### src/rtl/uart_tx_fifo.sv
// UART 8N1 transmitter fed by a byte FIFO; drains queued bytes as back-to-back frames.
// data_ready is combinational (!full); tx is registered and idles high.
module uart_tx_fifo #(
  parameter int unsigned CLKS_PER_BIT = 86,
  parameter int unsigned FIFO_DEPTH   = 16,
  parameter int unsigned FIFO_AW      = 4
) (
  input  logic               clk,
  input  logic               rst,
  input  logic [7:0]         data_in,
  input  logic               data_valid,
  output logic               data_ready,
  output logic               tx,
  output logic               busy,
  output logic [FIFO_AW:0]   fifo_count
);

  localparam int unsigned CW = $clog2(CLKS_PER_BIT);
  localparam int unsigned NW = FIFO_AW + 1;

  typedef enum logic [1:0] {IDLE, START, DATA, STOP} state_e;

  state_e               state_q, state_d;
  logic [CW-1:0]        cnt_q, cnt_d;
  logic [2:0]           bit_q, bit_d;
  logic [7:0]           shift_q, shift_d;
  logic                 tx_q, tx_d;
  logic [FIFO_AW-1:0]   wr_ptr_q, wr_ptr_d;
  logic [FIFO_AW-1:0]   rd_ptr_q, rd_ptr_d;
  logic [NW-1:0]        count_q, count_d;
  logic [7:0]           mem_q [FIFO_DEPTH];
  logic [7:0]           mem_d [FIFO_DEPTH];
  logic                 push, pop, bit_end, not_empty;

  assign data_ready = (count_q != NW'(FIFO_DEPTH));
  assign push       = data_valid && data_ready;
  assign not_empty  = (count_q != '0);
  assign bit_end    = (cnt_q == CW'(CLKS_PER_BIT - 1));

  assign tx         = tx_q;
  assign fifo_count = count_q;
  assign busy       = (state_q != IDLE) || not_empty;

  // Frame sequencer; pop decisions use the registered count only
  always_comb begin
    state_d = state_q;
    cnt_d   = cnt_q;
    bit_d   = bit_q;
    shift_d = shift_q;
    pop     = 1'b0;
    case (state_q)
      IDLE: begin
        if (not_empty) begin
          pop     = 1'b1;
          shift_d = mem_q[rd_ptr_q];
          cnt_d   = '0;
          state_d = START;
        end
      end
      START: begin
        if (bit_end) begin
          cnt_d   = '0;
          bit_d   = '0;
          state_d = DATA;
        end else begin
          cnt_d = cnt_q + CW'(1);
        end
      end
      DATA: begin
        if (bit_end) begin
          cnt_d = '0;
          if (bit_q == 3'd7) begin
            state_d = STOP;
          end else begin
            bit_d = bit_q + 3'd1;
          end
        end else begin
          cnt_d = cnt_q + CW'(1);
        end
      end
      STOP: begin
        if (bit_end) begin
          cnt_d = '0;
          if (not_empty) begin
            pop     = 1'b1;
            shift_d = mem_q[rd_ptr_q];
            state_d = START;
          end else begin
            state_d = IDLE;
          end
        end else begin
          cnt_d = cnt_q + CW'(1);
        end
      end
      default: state_d = IDLE;
    endcase

    case (state_d)
      START:   tx_d = 1'b0;
      DATA:    tx_d = shift_d[bit_d];
      default: tx_d = 1'b1;
    endcase
  end

  // FIFO pointers, occupancy and storage
  always_comb begin
    wr_ptr_d = push ? wr_ptr_q + FIFO_AW'(1) : wr_ptr_q;
    rd_ptr_d = pop  ? rd_ptr_q + FIFO_AW'(1) : rd_ptr_q;
    case ({push, pop})
      2'b10:   count_d = count_q + NW'(1);
      2'b01:   count_d = count_q - NW'(1);
      default: count_d = count_q;
    endcase
    mem_d = mem_q;
    if (push) begin
      mem_d[wr_ptr_q] = data_in;
    end
  end

  always_ff @(posedge clk) begin
    if (rst) begin
      state_q  <= IDLE;
      cnt_q    <= '0;
      bit_q    <= '0;
      shift_q  <= '0;
      tx_q     <= 1'b1;
      wr_ptr_q <= '0;
      rd_ptr_q <= '0;
      count_q  <= '0;
    end else begin
      state_q  <= state_d;
      cnt_q    <= cnt_d;
      bit_q    <= bit_d;
      shift_q  <= shift_d;
      tx_q     <= tx_d;
      wr_ptr_q <= wr_ptr_d;
      rd_ptr_q <= rd_ptr_d;
      count_q  <= count_d;
    end
  end

  // Storage needs no reset: occupancy gates every read
  always_ff @(posedge clk) begin
    mem_q <= mem_d;
  end

endmodule
### config.mk
export PLATFORM = sky130hd
export DESIGN_NAME = uart_tx_fifo
export DESIGN_NICKNAME = d
export VERILOG_FILES = /design/src/rtl/uart_tx_fifo.sv
export SDC_FILE = /design/constraint.sdc
export NUM_CORES = 1
export LEC_CHECK = 0
export ABC_AREA = 1
export CORE_MARGIN = 2
export CORE_UTILIZATION = 57
export DETAILED_ROUTE_END_ITERATION = 10
export DONT_BUFFER_PORTS = 1
export HOLD_SLACK_MARGIN = 0.1
export PLACE_DENSITY = 0.75
export SETUP_SLACK_MARGIN = 0.4
export SYNTH_ARGS = -nofsm -noshare
export SYNTH_HDL_FRONTEND = slang
export SYNTH_SLANG_ARGS = --single-unit
export TNS_END_PERCENT = 30
### constraint.sdc
create_clock -name clk -period 2.8 [get_ports clk]
set_input_delay 0.56 -clock clk [delete_from_list [all_inputs] [get_ports clk]]
set_output_delay 0.56 -clock clk [all_outputs]
set_load 0.005 [all_outputs]
After elaboration in Yosys (flattened, before gate mapping)
Index checks and enable logic that the tools add are counted.

Flip-flop bits (word level): 162. Bits of input ports: 11. Output and inout bits: 8. Logic and storage cells: 85.

$add $sub $neg: 6. Magnitude comparators: 4. Equality and inequality tests: 11. Multiplexer cells: 30. Bitwise operators: 2. Reduce and logical (&&, ||, !) cells: 8.

Operators with widths (count): bitwise mux 128 bit (1); two-way mux 8 bit (5); binary-select mux 8 bit (select 4 bit) (1); demux 8 bit (select 4 bit) (1); case mux 8 bit (2 select lines) (1); two-way mux 7 bit (2); case mux 7 bit (2 select lines) (1); greater-or-equal comparator 5 bit (second input constant) (2); two-way mux 2 bit (5); inverter 4 -> 5 bit (2); case mux 5 bit (2 select lines) (1); two-way mux 3 bit (3); adder 4 x 1 -> 4 bit (second input constant) (2); equality test 2 bit (second input constant) (4); case mux 2 bit (4 select lines) (1); adder 7 x 1 -> 7 bit (second input constant) (1); equality test 7 bit (second input constant) (1); equality test 2 x 1 -> 1 bit (second input constant) (3); case mux 3 bit (2 select lines) (1); adder 5 x 1 -> 5 bit (second input constant) (1); < comparator 5 x 1 -> 1 bit (second input constant) (1); inequality test 5 bit (second input constant) (1); nonzero test 5 bit (1); subtractor 5 x 1 -> 5 bit (second input constant) (1); 12 further kinds (18).

Longest topological paths before layout
Gate-level depths: netlist of the first run.

Word-level depth: 10. Gate-level depth with buffers: 19. Gate-level depth less buffers: 18.

Least setup slack after synthesis of the first run
OpenSTA, ideal clock, no wires.

Path type: flip-flop to flip-flop. Start point: register state_q[0]. End point: register count_q[4] (netlist: fifo_count[4]). Library setup time: 0.123 ns. Data arrival time: 2.612 ns. Data required time: 2.677 ns. Setup slack: 0.065 ns. Cell stages (with the launch flop): 19. Buffers on the path: 1. Clock period less this slack: 2.735 ns. Cells stage by stage: dfxtp_1 inv_1 ha_1 inv_1 nand3_1 a21oi_4 buf_6 ha_1 xor2_1 ha_1 a21o_1 nand2_1 nand2_1 a21oi_1 inv_1 o21ai_0 a21oi_1 o21ai_0 a21oi_1.

Longest elaborated chain between the ends: 4. Elaborated cells on any way between the ends: 7. Classes of those cells: eq/ne: 3; mux: 2; reduce/logical: 2.

RTL lines: from (decl) (line 23) `state_e state_q, state_d;`; from (signal assigned) (line 131) `state_q <= state_d;`; equality test 2 bit / logical NOT 2 bit (equally long branches) (line 51) `case (state_q)`; case mux 1 bit (2 select lines) * (line 51); named net pop (line 33) `logic push, pop, bit_end, not_empty;`; equality test 2 x 1 -> 1 bit / equality test 2 bit (equally long branches) (line 109) `case ({push, pop})`; case mux 5 bit (2 select lines) / nonzero test 2 bit (equally long branches); to (signal assigned) (line 138) `count_q <= count_d;`; to (decl) (line 30) `logic [NW-1:0] count_q, count_d;`.

Mark *: on every way through the listed nets, which the timed path passes. The rest lies on a longest branch. A chain may end at the register's enable or synchronous reset.

Worst setup path in the final report of the first run
Start point: register state_q[1]. End point: register count_q[4] (netlist: fifo_count[4]).

Longest elaborated chain between the ends: 4. Elaborated cells on any way between the ends: 7. Classes of those cells: eq/ne: 3; mux: 2; reduce/logical: 2.

RTL lines (line): equality test 2 bit / logical NOT 2 bit (equally long branches) (51); case mux 1 bit (2 select lines) * (51); equality test 2 x 1 -> 1 bit / equality test 2 bit (equally long branches) (109); case mux 5 bit (2 select lines) / nonzero test 2 bit (equally long branches).

Every way passes the cells marked *; elsewhere a longest branch is shown, timed or not.

==> results of run 1 <==
-- path summary, 6_finish.rpt --
path / from / end / slack, ns / cells past startpoint
worst max-delay path: state_q[1] / fifo_count[4] / 0.23 / 16
worst min-delay path: rst / state_q[0] / 0.20 / 1
worst max register to register: state_q[1] / fifo_count[4] / 0.23 / 16
worst min register to register: shift_q[0] / shift_q[0] / 0.47 / 2
-- layer usage --
layer	up-vias	part of all wire, %	GRT usage, %
met3	52	6.2	6.13
met5	-	0	0
met4	0	3.6	11.1
met2	222	51	43.2
met1	2456	39	31.3
li1	2539	-	-
-- synth_stat cells (2+ instances only) --
cell type / number
clkbuf_1: 8
nor4_1: 3
o21ai_0: 18
edfxtp_1: 128
inv_2: 3
nor3_1: 7
nor2_1: 69
ha_1: 18
buf_4: 2
clkinv_1: 2
nand3_1: 85
xor2_1: 3
buf_6: 3
o21ai_1: 12
nand2_2: 5
a21oi_1: 28
inv_1: 65
nand2_1: 212
o211ai_1: 5
dfxtp_1: 34
a31oi_1: 2
nand4_1: 4
buf_2: 16
nor2_4: 2
-- power groups by stage --
stage	Combinational [W]	Clock (W)	Sequential (W)
floorplan	0.00155	0	0.00288
global placement	0.00187	0	0.00290
detailed placement	0.00194	0	0.00291
CTS	0.00201	0.00248	0.00286
global route	0.00241	0.00256	0.00290
finish	0.00218	0.00244	0.00288
-- layout make-up --
| cell class | instances | area (sq um) |
|---|---|---|
| Inverter | 70 | 270 |
| Tap cell | 172 | 215 |
| Clock inverter | 14 | 193 |
| Sequential cell | 162 | 4540 |
| Timing Repair Buffer | 29 | 230 |
| Clock buffer | 18 | 429 |
| Multi-Input combinational cell | 484 | 2410 |
| Fill cell | 941 | 4230 |
-- state kept, by name, summed over array words and instances, names as in the netlist --
register	count
mem_q	128
shift_q	8
cnt_q	7
bit_q	3
rd_ptr_q	4
wr_ptr_q	4
tx	1
fifo_count	5
state_q	2
-- stage by stage --
| step | std cells | worst slack (ns) | hold WS [ns] | area (sq um) | utilization (%) |
|---|---|---|---|---|---|
| floorplan | 745 | 0.394 | 0.452 | 7300 | - |
| global placement | 907 | 0.429 | 0.454 | 7510 | 60.0 |
| detailed placement | 907 | 0.159 | 0.461 | 7510 | 60.0 |
| CTS | 943 | 0.303 | 0.179 | 8180 | 65.4 |
| global route | 949 | 0.152 | 0.183 | 8290 | 66.2 |
| finish | 949 | 0.225 | 0.203 | 8290 | 66.2 |
-- cells by family (layout without fill, tap and decap cells) --
group / after synthesis / count (layout)
compound gates: 73 / 73
xor+xnor: 3 / 3
fa+ha+maj: 18 / 18
buf+inv: 99 / 131
flops: 162 / 162
simple gates: 390 / 390
-- worst register-to-register path, cell delays in order (launching register included) --
cell and delay (ns):
dfxtp_4 0.36, ha_2 0.19, or2_4 0.27, nand3_4 0.09, a21oi_4 0.05, ha_4 0.18, xor2_4 0.16, ha_4 0.17
a21o_1 0.16, nand2_1 0.07, nand2_1 0.07, a21oi_2 0.16, inv_2 0.07, o21ai_2 0.16, a21oi_2 0.07, o21ai_2 0.18
a21oi_2 0.04
-- what timing repair did --
item	in CTS	in global routing
endpoints found under the setup margin	1	4
pin swaps	2	7
resized for setup	6	16
endpoints found under the hold margin	0	0
buffers inserted	4	6
==> qor.csv, run 1 <==
metric;value;unit
status;finished clean;
p_clk_share;32.6;%
die_y;117;microns
setup_viol;0;
rsz0062_at_grt;yes;
path_max_fanout;3;
crit_path_frequent_cell;a21oi_2;
ys_async_sr_fraction;0;%
ant_nets;0;
globalRouteOverflowTotal;0;
dieArea;13600;sq um
synthAdderAreaFrac;3.11;%
synth_top_area_share;53.0;%
path_class;flop to flop;
slew-limit-headroom;49.6;%
slew_violations;0;
slowest_delay;0.36;ns
p_seq_share;38.4;%
clock-sinks;162;
avgRoutedWirePerCell;17.5;microns
yosys.area.top_type;edfxtp_1;
synth_top_family_by_area;simple AND/OR/NAND/NOR gates;
p_switching;0.00245;W
worstPathRequired;3.11;ns
synth_edf_count;128;
peakVddDrop;550;uV
finalHoldViolCount;0;
muxShareOfSynthArea;0;%
synth_seq_area_share;62.4;%
yosys_warnings;0;
via_count;5269;
grt_usage;25.4;%
fp.coreArea;12500;sq um
h-tree-depth;4;
clock.fmax;0.388;GHz
p_sw_share;32.7;%
grt_pass1_wl;25.5;mm
hp-class;input pin to flop;
final.min_clock_period;2.57;ns
endpoint_kind;flop;
diodes;0;
ys_types;35;
synth_area;7250;sq um
p_int;0.00505;W
crit_slowest_cell;dfxtp_4;
yosys.area_share.simple;22.6;%
cp-start-kind;flop;
route.detailed.drc;0;
antenna_found_initial;0;
crit_chain;ha_2 -> or2_4 -> nand3_4 -> a21oi_4 -> ha_4 -> xor2_4 -> ha_4 -> a21o_1 -> nand2_1 -> nand2_1 -> a21oi_2 -> inv_2 -> o21ai_2 -> a21oi_2 -> o21ai_2 -> a21oi_2;
viasPerCell;5.55;
first_global_vias;5012;
cts_buffers;17;
cap_violations;0;
cts_hold_buf;0;
finClkSkew;0.00873;ns
critPathTopFamily;compound AO/OA/AOI/OAI gates;
p_per_area;905;nW/um^2
synth_xor_area_share;0.362;%
power;0.00750;W
portBuffers;0;
rows;41;
clk_latency;0.42;ns
place_congestion;0.870;
p_leak;3.32;nW
drive_above_1_share;12.7;%
cts_tree;built;
final_common_cell;nand2_1;
syn_inst;745;
finalWirelength;16.6;mm
num_io_pins;19;
firstDrtPassIters;8;
fin_nets;793;
syn_nets;774;
cts_root_buf;clkbuf_16;
min_period_over_period;92.0;%
start_util;57.9;%
crit_buf_inv;1;
dr.first_iter.drc_count;503;
final_cell_mix;211 x nand2_1, 128 x edfxtp_1, 84 x nand3_1;
cp.arrival;2.88;ns
clk_pin_slew;0.06;ns
syn_to_final_growth;14.3;%
grt_max_degree;73;
tns;0;ns
ys_seq_elements;162;
postSynthAreaPerCell;9.73;sq um
synth_compound_area_share;5.71;%
die_w;117;microns
synth_area_leaders;edfxtp_1 53%, nand2_1 11%, dfxtp_1 9.4%, nand3_1 5.9%, nor2_1 3.6%;
dp_hpwl;10.2;mm
cts.path.max_buffers;2;
synth_flop_cell;edfxtp_1;
worstMarginPinSlew;0.757;ns
p_comb_share;29.0;%
No activity file was read; power rests on OpenSTA's default activity.
==> inputs of run 2 (changes only) <==
--- a/config.mk
+++ b/config.mk
@@ -11,7 +11,7 @@
 export DETAILED_ROUTE_END_ITERATION = 10
 export DONT_BUFFER_PORTS = 1
 export HOLD_SLACK_MARGIN = 0.1
-export PLACE_DENSITY = 0.75
+export PLACE_DENSITY = 0.78
 export SETUP_SLACK_MARGIN = 0.4
 export SYNTH_ARGS = -nofsm -noshare
 export SYNTH_HDL_FRONTEND = slang
==> qor.csv, run 2 (synthesized netlist as in run 1, its figures left out) <==
metric;value;unit
status;finished clean;
globalRouteOverflowTotal;0;
start_util;57.9;%
setup_viol;0;
firstDrtPassIters;5;
via_count;5340;
num_io_pins;19;
peakVddDrop;560;uV
drive_above_1_share;12.2;%
worstMarginPinSlew;0.773;ns
worstPathRequired;3.12;ns
final.min_clock_period;2.45;ns
cp.arrival;2.77;ns
dp_hpwl;10.1;mm
power;0.00752;W
grt_pass1_wl;25.1;mm
tns;0;ns
fp.coreArea;12500;sq um
fin_nets;789;
setup_ws;0.348;ns
path_class;flop to flop;
avgRoutedWirePerCell;17.5;microns
cp-start-kind;flop;
p_per_area;914;nW/um^2
clock.fmax;0.408;GHz
crit_slowest_cell;dfxtp_2;
cts_root_buf;clkbuf_16;
rsz0062_at_grt;yes;
regMostFlops;mem_q;
rows;41;
cap_violations;0;
die_w;117;microns
p_leak;3.30;nW
crit_chain;inv_2 -> ha_4 -> or2_4 -> nand3_2 -> a21oi_4 -> ha_4 -> xor2_2 -> ha_2 -> a21o_1 -> nand2_1 -> nand2_1 -> a21oi_2 -> inv_2 -> o21ai_2 -> a21oi_2 -> o21ai_1 -> a21oi_1;
h-tree-depth;4;
slowest_delay;0.36;ns
utilization;65.7;%
die_y;117;microns
dr.first_iter.drc_count;608;
clk_pin_slew;0.07;ns
cts_buffers;17;
final_common_cell;nand2_1;
finalWirelength;16.5;mm
ant_nets;0;
pre_cts_ws;0.299;ns
reg_top3;mem_q: 128 flops, shift_q: 8 flops, cnt_q: 7 flops;
cts.path.max_buffers;2;
viasPerCell;5.65;
hp-class;input pin to flop;
largest_reg_flops;128;
place_congestion;0.895;
final_cell_mix;211 x nand2_1, 128 x edfxtp_1, 84 x nand3_1;
antenna_found_initial;0;
clock-sinks;162;
finalHoldViolCount;0;
syn_to_final_growth;13.5;%
clk_latency;0.43;ns
portBuffers;0;
min_period_over_period;87.6;%
finClkSkew;0.00785;ns
first_global_vias;5027;
grt_max_degree;73;
grt_usage;25.2;%
path_max_fanout;4;
slew-limit-headroom;48.5;%
dieArea;13600;sq um
endpoint_kind;flop;
route.detailed.drc;0;
cts_tree;built;
diodes;0;
slew_violations;0;
-- run 2: report_power, final --
part | switching [W] | internal [W] | total, W
clock network | 0.000935 | 0.00158 | 0.00251
logic | 0.00143 | 0.000710 | 0.00214
registers | 0.000109 | 0.00276 | 0.00287
total | 0.00247 | 0.00504 | 0.00752
-- run 2: final cells by class --
type,count,area (sq um)
timing repair buffer,25,200
fill,941,4290
tap,172,215
multi-input combinational,484,2370
inverter,70,263
clock buffer,18,429
sequential,162,4540
clock inverter,14,210
-- run 2: final timing paths --
| path | startpoint | to | slack [ns] | depth (start not counted) |
|---|---|---|---|---|
| max reg2reg | state_q[0] | fifo_count[4] | 0.35 | 17 |
| max | state_q[0] | fifo_count[4] | 0.35 | 17 |
| min | rst | state_q[1] | 0.20 | 1 |
| min reg2reg | shift_q[0] | shift_q[0] | 0.47 | 2 |
-- run 2: worst max-delay path, delay by kind of cell (launching register included) --
kind,cells,cell delay (ns)
DFF,1,0.36
xor gates and xnor gates,1,0.15
adders and majority gates,3,0.52
and+or+nand+nor,4,0.46
buffers and inverters,2,0.14
AOI/OAI and AO/OA,7,0.71
-- run 2: metal layers --
metal / wire [microns] / GRT usage [%]
met1: 6380 / 30.9
met2: 8560 / 43.0
met3: 1250 / 6.64
met4: 337 / 10.0
met5: 0 / 0
-- run 2: stage by stage --
step	cells	instance area, sq um	hold slack (ns)
finish	945	8230	0.197
floorplan	745	7300	0.452
global placement	905	7500	0.456
detailed placement	905	7500	0.458
CTS	942	8200	0.180
global route	945	8230	0.183
-- run 2: timing repair --
item,CTS,global route
setup buffers,5,3
setup endpoints to repair,1,3
pin swaps,4,2
gates resized for setup,8,3
hold buffers,0,0
==> inputs of run 3 (changes only) <==
--- a/config.mk
+++ b/config.mk
@@ -7,11 +7,10 @@
 export LEC_CHECK = 0
 export ABC_AREA = 1
 export CORE_MARGIN = 2
-export CORE_UTILIZATION = 57
+export CORE_UTILIZATION = 40
 export DETAILED_ROUTE_END_ITERATION = 10
-export DONT_BUFFER_PORTS = 1
 export HOLD_SLACK_MARGIN = 0.1
-export PLACE_DENSITY = 0.78
+export PLACE_DENSITY = 0.61
 export SETUP_SLACK_MARGIN = 0.4
 export SYNTH_ARGS = -nofsm -noshare
 export SYNTH_HDL_FRONTEND = slang
==> qor.csv, run 3 (synthesized netlist as in run 1, its figures left out) <==
metric;value;unit
status;finished clean;
rr_worst_depth;17;
p_leak;3.43;nW
clock.fmax;0.420;GHz
route.detailed.drc;0;
rr_startpoint;state_q[1];
syn_to_final_growth;18.0;%
worstReg2RegEnd;fifo_count[4];
dp_hpwl;10.1;mm
pre_cts_ws;0.213;ns
rrSetupSlack;0.42;ns
largest_reg_flops;128;
final_common_cell;nand2_1;
drive_above_1_share;13.1;%
slew_violations;0;
slew-limit-headroom;52.6;%
rows;49;
p_per_area;877;nW/um^2
first_global_vias;4919;
place_congestion;0.795;
worstMarginPinSlew;0.708;ns
viasPerCell;4.94;
crit_end;fifo_count[4];
gr-usage-met3;3.49;%
final_cell_mix;212 x nand2_1, 128 x edfxtp_1, 84 x nand3_1;
clk_latency;0.42;ns
worstPathRequired;3.10;ns
globalRouteOverflowTotal;0;
dr.first_iter.drc_count;331;
path_class;flop to flop;
grt_max_degree;65;
avgRoutedWirePerCell;15.4;microns
via_count;5099;
cts_tree;built;
grt_use_met2;28.9;%
crit_chain;inv_4 -> ha_4 -> or2_4 -> nand3_2 -> a21oi_4 -> ha_4 -> xor2_2 -> ha_2 -> a21o_1 -> nand2_1 -> nand2_1 -> a21oi_1 -> inv_1 -> o21ai_2 -> a21oi_2 -> o21ai_1 -> a21oi_1;
cap_violations;0;
peakVddDrop;492;uV
setup_viol;0;
cp-start-kind;flop;
regMostFlops;mem_q;
diodes;0;
slowest_delay;0.37;ns
hp-start;shift_q[6];
die_y;139;microns
h-tree-depth;4;
cts.path.max_buffers;2;
busiest_layer;met2;
num_io_pins;19;
start_util;40.5;%
portBuffers;18;
cts_root_buf;clkbuf_16;
rsz0062_at_grt;yes;
cp-startpoint;state_q[1];
grt_pass1_wl;25.3;mm
die_w;139;microns
cts_buffers;17;
reg_top3;mem_q: 128 flops, shift_q: 8 flops, cnt_q: 7 flops;
dieArea;19200;sq um
antenna_found_initial;0;
grt_usage;17.0;%
crit_slowest_cell;dfxtp_4;
ant_nets;0;
fin_nets;820;
clock-sinks;162;
setup_ws;0.417;ns
endpoint_kind;flop;
finalHoldViolCount;0;
min_period_over_period;85.1;%
fp.coreArea;17900;sq um
nFillCells;1657;
firstDrtPassIters;4;
use_met1;21.8;%
tns;0;ns
final.min_clock_period;2.38;ns
clk_pin_slew;0.07;ns
cts_hold_buf;0;
path_max_fanout;4;
hp-class;flop to flop;
finClkSkew;0.00805;ns
cp.arrival;2.69;ns
finalWirelength;15.9;mm
==> run 3: changes by cell type in the layout (fill, tap and decap cells not counted), moves of 4 or more <==
cell | previous run | this run
buf_4 | 24 | 36
inv_6 | 1 | 5
clkdlybuf4s50_1 | 0 | 17
inv_8 | 0 | 4
==> run 3: critical path, delay by kind of cell, from the launching register on <==
kind | cells | cell delay, ns
AO/OA/AOI/OAI | 7 | 0.68
XOR/XNOR | 1 | 0.17
adder cells (fa/ha/maj) | 3 | 0.48
buffers and inverters | 2 | 0.13
flip-flops | 1 | 0.37
AND/OR/NAND/NOR | 4 | 0.43
==> run 3: stage by stage <==
step | instances | hold WS (ns) | utilization (%) | total power, W | cell area (sq um)
2_1_floorplan | 745 | 0.452 | - | 0.00444 | 7300
3_3_place_gp | 990 | 0.460 | 43.7 | 0.00499 | 7830
3_5_place_dp | 990 | 0.466 | 43.7 | 0.00501 | 7830
4_1_cts | 1027 | 0.475 | 47.4 | 0.00751 | 8490
5_1_grt | 1033 | 0.497 | 47.8 | 0.00794 | 8560
6_report | 1033 | 0.474 | 47.8 | 0.00750 | 8560
==> run 3: where the power goes <==
group,internal (W),total [W],switching [W]
Combinational,0.000818,0.00219,0.00138
Clock,0.00144,0.00243,0.000992
Sequential,0.00276,0.00288,0.000117
Total,0.00502,0.00750,0.00248
==> run 3: worst min path at each step <==
stage / slack [ns] / to / depth (start not counted)
CTS: 0.48 / shift_q[2] / 2
finish: 0.47 / shift_q[6] / 2
detailed placement: 0.47 / shift_q[2] / 2
global placement: 0.46 / shift_q[6] / 2
floorplan: 0.45 / cnt_q[5] / 2
global route: 0.50 / shift_q[2] / 2
==> run 3: what timing repair did <==
action                                  4_1_cts  5_1_grt
endpoints found under the setup margin        2        2
buffers inserted                              5        6
gates cloned                                  0        0
pin swaps                                     3        8
resized for setup                             7        8
==> run 3: final cells by class <==
| type | instances | area, sq um | share of cell area [%] |
|---|---|---|---|
| Sequential cell | 162 | 4540 | 53.1 |
| Multi-Input combinational cell | 484 | 2360 | 27.6 |
| Timing Repair Buffer | 56 | 480 | 5.61 |
| Clock buffer | 18 | 429 | 5.01 |
| Tap cell | 229 | 287 | 3.35 |
| Inverter | 70 | 270 | 3.16 |
| Clock inverter | 14 | 191 | 2.24 |
==> run 3: layer usage <==
metal / up-vias / share of wire (%)
li1: 2586 / -
met4: 0 / 2.0
met1: 2401 / 44
met5: - / 0
met2: 90 / 50
met3: 22 / 3.7
